===== config.mk =====
export PLATFORM = sky130hd
export DESIGN_NAME = meas_result_frame_tx
export DESIGN_NICKNAME = d
export VERILOG_FILES = /design/src/rtl/meas_pkg.sv /design/src/rtl/meas_frame_byte_sel.sv /design/src/rtl/meas_result_frame_tx.sv
export SDC_FILE = /design/constraint.sdc
export NUM_CORES = 1
export LEC_CHECK = 0
export ABC_AREA = 1
export BUFFER_PORTS_ARGS = -buffer_cell sky130_fd_sc_hd__buf_2
export CORE_UTILIZATION = 50
export DETAILED_ROUTE_END_ITERATION = 12
export PLACE_DENSITY = 0.7
export SYNTH_ARGS = -nofsm -noshare
export SYNTH_HDL_FRONTEND = slang
export SYNTH_SLANG_ARGS = --single-unit
export TNS_END_PERCENT = 50

===== constraint.sdc =====
create_clock -name clk -period 4.6 [get_ports clk]
set_clock_uncertainty 0.1 [all_clocks]
set_input_delay 0.46 -clock clk [delete_from_list [all_inputs] [get_ports clk]]
set_output_delay 0.46 -clock clk [all_outputs]
set_load 0.03 [all_outputs]

===== src/rtl/meas_pkg.sv =====
`default_nettype none
// ============================================================================
// Package     : meas_pkg
// Description : Shared frame layout and FSM encoding for the measurement
//               result frame transmitter.
// Revision    : 1.0 - initial release
// ============================================================================
package meas_pkg;

  localparam int         FRAME_LEN  = 13;
  localparam logic [7:0] HEADER_DEF = 8'hA5;

  // Byte positions inside the frame (MSB-first fields).
  localparam logic [3:0] IDX_HDR   = 4'd0;
  localparam logic [3:0] IDX_FREQ3 = 4'd1;
  localparam logic [3:0] IDX_FREQ2 = 4'd2;
  localparam logic [3:0] IDX_FREQ1 = 4'd3;
  localparam logic [3:0] IDX_FREQ0 = 4'd4;
  localparam logic [3:0] IDX_DUTY  = 4'd5;
  localparam logic [3:0] IDX_HIGH2 = 4'd6;
  localparam logic [3:0] IDX_HIGH1 = 4'd7;
  localparam logic [3:0] IDX_HIGH0 = 4'd8;
  localparam logic [3:0] IDX_LOW2  = 4'd9;
  localparam logic [3:0] IDX_LOW1  = 4'd10;
  localparam logic [3:0] IDX_LOW0  = 4'd11;
  localparam logic [3:0] IDX_CSUM  = 4'(FRAME_LEN - 1);

  typedef enum logic [0:0] {
    ST_IDLE = 1'b0,
    ST_SEND = 1'b1
  } state_t;

endpackage : meas_pkg
`default_nettype wire


===== src/rtl/meas_frame_byte_sel.sv =====
`default_nettype none
// ============================================================================
// Module      : meas_frame_byte_sel
// Description : Combinational frame byte multiplexer. Selects the byte at
//               byte_idx from header, active result fields and checksum.
// Ports       : byte_idx  - current frame byte position
//               freq/duty/high/low - active (zero-extended) result fields
//               csum      - running checksum, driven at the last position
//               byte_out  - selected frame byte
// Revision    : 1.0 - initial release
// ============================================================================
module meas_frame_byte_sel
  import meas_pkg::*;
#(
  parameter logic [7:0] HEADER = HEADER_DEF
) (
  input  logic [3:0]  byte_idx,
  input  logic [31:0] freq,
  input  logic [7:0]  duty,
  input  logic [23:0] high,
  input  logic [23:0] low,
  input  logic [7:0]  csum,
  output logic [7:0]  byte_out
);

  always_comb begin
    byte_out = 8'h00;
    case (byte_idx)
      IDX_HDR:   byte_out = HEADER;
      IDX_FREQ3: byte_out = freq[31:24];
      IDX_FREQ2: byte_out = freq[23:16];
      IDX_FREQ1: byte_out = freq[15:8];
      IDX_FREQ0: byte_out = freq[7:0];
      IDX_DUTY:  byte_out = duty;
      IDX_HIGH2: byte_out = high[23:16];
      IDX_HIGH1: byte_out = high[15:8];
      IDX_HIGH0: byte_out = high[7:0];
      IDX_LOW2:  byte_out = low[23:16];
      IDX_LOW1:  byte_out = low[15:8];
      IDX_LOW0:  byte_out = low[7:0];
      IDX_CSUM:  byte_out = csum;
      default:   byte_out = 8'h00;
    endcase
  end

endmodule : meas_frame_byte_sel
`default_nettype wire


===== src/rtl/meas_result_frame_tx.sv =====
`default_nettype none
// ============================================================================
// Module      : meas_result_frame_tx
// Description : Captures a measurement result on meas_finish and streams it
//               as a 13-byte frame (header, freq, duty, high, low, checksum)
//               on a valid/ready byte interface. One-deep pending slot holds
//               a result arriving mid-frame; overwrites are counted.
// Ports       : clk, rst_n            - clock, async active-low reset
//               meas_finish + meas_*  - result strobe and fields
//               tx_data/tx_valid/tx_ready - byte stream to the UART
//               tx_busy               - frame in progress
//               frame_done            - pulse after last byte accepted
//               drop_cnt              - saturating overwrite counter
// Revision    : 1.0 - initial release
// ============================================================================
module meas_result_frame_tx
  import meas_pkg::*;
#(
  parameter logic [7:0] HEADER = HEADER_DEF,
  parameter int         FREQ_W = 26,
  parameter int         TIME_W = 20
) (
  input  logic              clk,
  input  logic              rst_n,
  input  logic              meas_finish,
  input  logic [FREQ_W-1:0] meas_freq,
  input  logic [7:0]        meas_duty,
  input  logic [TIME_W-1:0] meas_high,
  input  logic [TIME_W-1:0] meas_low,
  output logic [7:0]        tx_data,
  output logic              tx_valid,
  input  logic              tx_ready,
  output logic              tx_busy,
  output logic              frame_done,
  output logic [7:0]        drop_cnt
);

  state_t      state, state_nxt;

  logic [31:0] act_freq, pend_freq;
  logic [7:0]  act_duty, pend_duty;
  logic [23:0] act_high, act_low, pend_high, pend_low;
  logic        pend_full;
  logic [3:0]  byte_idx;
  logic [7:0]  csum;
  logic [7:0]  sel_byte;

  logic        accept;     // byte handshake this cycle
  logic        last;       // checksum byte handshake this cycle
  logic        load_in;    // inputs go straight to the active registers
  logic        load_pend;  // pending slot moves to the active registers
  logic        cap_pend;   // inputs go to the pending slot
  logic        drop_evt;   // a full pending slot is being discarded

  // --------------------------------------------------------------------------
  // FSM
  // --------------------------------------------------------------------------
  always_ff @(posedge clk or negedge rst_n) begin
    if (!rst_n) state <= ST_IDLE;
    else        state <= state_nxt;
  end

  always_comb begin
    state_nxt = state;
    accept    = 1'b0;
    last      = 1'b0;
    load_in   = 1'b0;
    load_pend = 1'b0;
    cap_pend  = 1'b0;
    drop_evt  = 1'b0;
    case (state)
      ST_IDLE: begin
        if (meas_finish) begin
          load_in   = 1'b1;
          state_nxt = ST_SEND;
        end
      end
      ST_SEND: begin
        accept = tx_ready;
        last   = tx_ready && (byte_idx == IDX_CSUM);
        if (last) begin
          // A result arriving on the final handshake is the freshest one, so
          // it becomes the next frame and any older pending result is lost.
          if (meas_finish) begin
            load_in  = 1'b1;
            drop_evt = pend_full;
          end else if (pend_full) begin
            load_pend = 1'b1;
          end else begin
            state_nxt = ST_IDLE;
          end
        end else if (meas_finish) begin
          cap_pend = 1'b1;
          drop_evt = pend_full;
        end
      end
      default: state_nxt = ST_IDLE;
    endcase
  end

  // --------------------------------------------------------------------------
  // Active and pending result registers
  // --------------------------------------------------------------------------
  always_ff @(posedge clk or negedge rst_n) begin
    if (!rst_n) begin
      act_freq  <= '0;
      act_duty  <= '0;
      act_high  <= '0;
      act_low   <= '0;
      pend_freq <= '0;
      pend_duty <= '0;
      pend_high <= '0;
      pend_low  <= '0;
      pend_full <= 1'b0;
    end else begin
      if (load_in) begin
        act_freq <= 32'(meas_freq);
        act_duty <= meas_duty;
        act_high <= 24'(meas_high);
        act_low  <= 24'(meas_low);
      end else if (load_pend) begin
        act_freq <= pend_freq;
        act_duty <= pend_duty;
        act_high <= pend_high;
        act_low  <= pend_low;
      end

      if (cap_pend) begin
        pend_freq <= 32'(meas_freq);
        pend_duty <= meas_duty;
        pend_high <= 24'(meas_high);
        pend_low  <= 24'(meas_low);
        pend_full <= 1'b1;
      end else if (last) begin
        // Slot is either consumed into the next frame or superseded.
        pend_full <= 1'b0;
      end
    end
  end

  // --------------------------------------------------------------------------
  // Byte index, checksum, completion pulse and drop counter
  // --------------------------------------------------------------------------
  always_ff @(posedge clk or negedge rst_n) begin
    if (!rst_n) begin
      byte_idx   <= '0;
      csum       <= '0;
      frame_done <= 1'b0;
      drop_cnt   <= '0;
    end else begin
      frame_done <= last;

      if (last) begin
        byte_idx <= '0;
        csum     <= '0;
      end else if (accept) begin
        byte_idx <= byte_idx + 4'd1;
        // Header is excluded; index 12 never reaches here (that is 'last').
        if (byte_idx != IDX_HDR) csum <= csum + sel_byte;
      end

      if (drop_evt && (drop_cnt != 8'hFF)) drop_cnt <= drop_cnt + 8'd1;
    end
  end

  meas_frame_byte_sel #(
    .HEADER   (HEADER)
  ) u_byte_sel (
    .byte_idx (byte_idx),
    .freq     (act_freq),
    .duty     (act_duty),
    .high     (act_high),
    .low      (act_low),
    .csum     (csum),
    .byte_out (sel_byte)
  );

  assign tx_valid = (state == ST_SEND);
  assign tx_busy  = (state == ST_SEND);
  assign tx_data  = tx_valid ? sel_byte : 8'h00;

endmodule : meas_result_frame_tx
`default_nettype wire


Yosys cells after proc, flatten, opt, wreduce, memory -nomap -nowiden
Cells that the tools add are included.

word-level totals
  register bits = 185
  logic and storage cells = 73
  output and inout port bits = 19

cells by class
  bitwise gates (word level) = 1
  multiplexer cells = 33
  add/sub/neg operators = 3
  reductions and logical operators = 9
  equal/unequal tests = 13

operators with widths
  cell                   count
  $pmux W8 S13           1
  $mux W24               4
  $mux W32               2
  $mux W8                6
  $eq A4 B4 Y1 const B   5
  $eq A4 B3 Y1 const B   4
  $mux W1                16
  $add A8 B1 Y8 const B  1
  $add A8 B8 Y8          1
  $eq A4 B2 Y1 const B   2
  $mux W4                2
  $ne A8 B8 Y1 const B   1
  $reduce_bool A2 Y1     4
  $add A4 B1 Y4 const B  1
  $eq A4 B1 Y1 const B   1
  $logic_not A4 Y1       1
  $pmux W1 S2            2
  $reduce_bool A4 Y1     1
  $logic_and A1 B1 Y1    2
  $reduce_and A2 Y1      1
  $not A1 Y1             1

Depth between registers and ports, before layout
  depth in word-level cells = 6
  gate-level depth with buffers = 21
  depth with buffers taken out = 20

By module
Synthesis repeated with hierarchy kept, for this count alone.

second synthesis, totals
  cell total of the unflattened synthesis = 1282
  area total of the unflattened synthesis = 9073.7 sq um

by module, submodules not included
  module                area an instance (sq um)  seq. area each (sq um)  cells an instance  times used
  meas_result_frame_tx  8165.3                    4279.1                  1062               1
  meas_frame_byte_sel   908.4                     0.0                     220                1

Worst setup path after synthesis
OpenSTA, ideal clock, no wires.

  path type = reg-to-reg
  start point = reg byte_idx[0]
  end point = reg csum[6]
  stages on the path, launching flop included = 21
  period minus slack after synthesis = 2.707 ns
  arrival = 2.481 ns
  setup time = 0.126 ns
  setup slack = 1.893 ns
  cells stage by stage = dfrtp_1 inv_1 ha_1 buf_2 inv_1 nor2_1 inv_1 o21ai_0 nor3_1 nand2_1 ha_1 inv_1 fa_1 inv_1 nand3_1 nand2_1 nand2_1 nand2_1 a21oi_1 nor2_1 o22ai_1

on the way
  longest elaborated chain between the ends = 6

RTL lines
  element                                     RTL line                                               RTL
  from (decl)                                 meas_result_frame_tx.sv:44                             logic [3:0] byte_idx;
  from (signal assigned)                      meas_result_frame_tx.sv:157                            byte_idx <= byte_idx + 4'd1;
  $eq A4 B4 Y1, or another cell as far along  meas_frame_byte_sel.sv:28, meas_result_frame_tx.sv:80
  $pmux W8 S13                                meas_frame_byte_sel.sv:28                              case (byte_idx)
  $add A8 B8 Y8                               meas_result_frame_tx.sv:159                            if (byte_idx != IDX_HDR) csum <= csum + sel_byte;
  $mux W8                                     meas_result_frame_tx.sv:159
  $mux W8                                     meas_result_frame_tx.sv:156                            end else if (accept) begin
  $mux W8                                     meas_result_frame_tx.sv:153                            if (last) begin
  to (signal assigned)                        meas_result_frame_tx.sv:159
  to (decl)                                   meas_result_frame_tx.sv:45                             logic [7:0] csum;

Several ways; a longest one is shown, not always the timed one. The select of a mux whose other input is x is not followed.
A chain may end at the register's enable or synchronous reset.

Final worst setup path
  start point = reg byte_idx[3]
  end point = out tx_data[6]

on the way
  longest elaborated chain between the ends = 3

RTL lines
  element                                     RTL line                     RTL
  $eq A4 B4 Y1, or another cell as far along  meas_frame_byte_sel.sv:28
  $pmux W8 S13 *                              meas_frame_byte_sel.sv:28
  $mux W8 *                                   meas_result_frame_tx.sv:180  assign tx_data = tx_valid ? sel_byte : 8'h00;
  to (decl)                                   meas_result_frame_tx.sv:30   output logic [7:0] tx_data,

Every way passes the cells marked *; elsewhere a longest branch is shown, timed or not.

==> impl_results.md <==
- Status: finished, final reports clean
- Hold path cells: 2
- Setup TNS: 0 ns
- Critical Path Start Type: register
- Synth cell types: 33
- Initial antenna violation count: 0
- Avg Cell Area, Syn: 9.69 µm²
- Clk root buf: clkbuf_16
- Clock transition at the registers of the reported paths: approximately 0.06 ns
- Worst skew pair latency: around 0.43 ns
- DRT Wirelength: 20.9 mm
- Most used DFF post-synth: dfrtp_1
- Most used standard cell by instance count after synthesis: dfrtp_1
- Endpoints failing setup: 0
- Overall die width: 131 µm
- HP Class: input port to register
- TritonCTS clock tree: yes
- Global-route wire length before repair: about 33 mm
- Vias per cell: ~5.7
- Synth warnings: 0
- Post-route ant nets: 0
- DRC viols: 0
- Ant diodes: 0
- Initial DRC count: between 400 and 500
- DR vias: approximately 6,500
- Final Util: 0.588
- Final worst path period need: around 3.2 ns
- Sequential cell area: 4280 µm²
- Area leader, netlist: dfrtp_1
- Worst-path fanout max: 9
- Sequential share of the synthesized area: 0.517
- H-Tree Depth: 4
- I/O Buffers: between 90 and 100
- FP Rows: 46
- Crit. End Element: primary output
- Worst slew pin tran: roughly 0.99 ns
- Area contributors post-synth: dfrtp_1 52%, mux2_2 9.1%, o22ai_1 7.6%
- Leakage power: ~4.3 nW
- Pin count of the biggest net entering global routing: 149
- Top cells by count, synth: 171 x dfrtp_1, 110 x inv_1, 100 x o22ai_1, 89 x a21oi_1, 67 x mux2_2
- Vias in the first global route: 6,085
- Die area: 17,100 µm²
- FMAX: about 310 MHz
- Final Hold Viols: 0
- Synth top area share: 0.517
- Power per cell area: 634 nW/µm²
- Clock Sinks: 171
- Crit Path Class: register to primary output
- HPWL after DPL: about 14 mm
- Core area: roughly 16,000 µm²
- Post-Syn Area: 8280 µm²
- NumNets Final: slightly above 1,000
- CP arrival: around 2.7 ns
- Max-Slew Margin vs Limit: 0.341
- Synthesized flop and latch total: ~170
- Worst VDD drop: 0.364 mV
- WHS: approximately 0.16 ns
- Fill cell count: approximately 1,400
- Top Ports: between 90 and 100
- Overall die height: around 130 µm
- TritonCTS Buffers: 17
- CP required: a little over 4 ns
- Slew Limit Fails: 0
- Drt first pass iters: 5
- Area grow syn2layout: 13.7%
- EDFF count, synth: 0
- RSZ-0062 raised after global routing: no
- Remaining Overflow, GRT: 0
- Syn Nets: between 900 and 1,000
- Post-CTS sizing: 0
- Max_cap viols: 0
- Post-Synthesis Cells: 854
- Asr flop ratio synth: 1.00
- Layout cells sized above 1: 0.222
- Initial Utilization: 0.517
- Fin crit share: 0.706
- WL/cell: ~18 µm
- Area of the multi-input gates: 3280 µm²
- Aggregate global-route resource usage: 0.263
- Cells on worst reg2reg path: 17
- Max Root-Sink Buffers: 2
- GPL Wtd Cong: 0.947
layout by cell type (no fill, tap or decap), types with 5 or more instances in the layout:
master	netlist	routed
nand4_1	7	7
buf_2	23	95
ha_1	12	12
clkbuf_16	0	17
o21ai_0	49	49
nor2_1	31	31
mux2_1	8	8
inv_1	110	110
o22ai_1	100	100
nand3_1	33	33
nand2_1	59	58
a21oi_1	89	89
buf_4	10	5
nor3_1	5	5
mux2_2	67	67
o21ai_1	34	34
dfrtp_1	171	171
layout make-up:
| cell class | count | share of cell area |
|---|---|---|
| clock buffer | 24 | 0.0523 |
| clock inverter | 7 | 0.00944 |
| inverter | 113 | 0.0451 |
| multi-input combinational | 516 | 0.349 |
| tap | 216 | 0.0287 |
| sequential | 171 | 0.455 |
| timing repair buffer | 104 | 0.0610 |
worst paths after layout:
kind / startpoint / end / slack [ns]
min in group asynchronous: rst_n / drop_cnt[4] / 0.51
max: byte_idx[3] / tx_data[6] / 1.35
max reg2reg: byte_idx[3] / csum[6] / 1.38
min: meas_freq[1] / pend_freq[1] / 0.16
max in group asynchronous: rst_n / act_high[15] / 2.95
min reg2reg: pend_full / pend_full / 0.38
logic make-up after synthesis:
kind of cell | count (synthesis) | share of synthesized area
compound gates | 279 | 0.187
xor+xnor | 7 | 0.00741
fa+ha+maj | 13 | 0.0206
buf+inv | 167 | 0.0883
flops | 171 | 0.517
mux | 75 | 0.102
simple gates | 142 | 0.0774
metrics by stage:
stage / setup WS (ns) / power (mW) / instances / instance area (µm²)
global route: 0.935 / 6.36 / 1151 / 9410
global placement: 1.53 / 4.51 / 1119 / 8820
floorplan: 1.89 / 3.89 / 854 / 8280
CTS: 1.39 / 5.97 / 1151 / 9410
finish: 1.35 / 5.97 / 1151 / 9410
detailed placement: 1.47 / 4.55 / 1119 / 8820
metal layers:
metal / part of all wire / vias up / GRT usage
met5: 0 / - / 0
met4: 0.016 / 0 / 0.0771
met3: 0.048 / 24 / 0.0525
met2: 0.47 / 172 / 0.410
met1: 0.46 / 3221 / 0.372
li1: - / 3125 / -
flip-flops by register name (all words and copies together) (netlist names), 20 cells and up:
name	count
pend_freq	26
act_freq	26
pend_high	20
act_low	20
act_high	20
pend_low	20
where the power goes:
part | switching, mW | leakage, nW | internal [mW]
clock | 0.558 | 0.290 | 0.852
sequential | 0.299 | 2.06 | 2.00
combinational | 1.43 | 1.99 | 0.822
worst max-delay path, cell delays in order (launching register included):
cell and delay (ns):
dfrtp_1 0.57, clkinv_1 0.31, nor2_1 0.27, nand2_1 0.19, inv_1 0.14, nand2_1 0.10
o221ai_1 0.12, nor3_1 0.11, a21oi_1 0.21, buf_2 0.24
what timing repair did:
| item | in CTS | in global routing |
|---|---|---|
| buffers inserted | 0 | 0 |
| endpoints found under the hold margin | 13 | 0 |
| hold buffers | 1 | 0 |
Power figures use the tool's default switching activity.
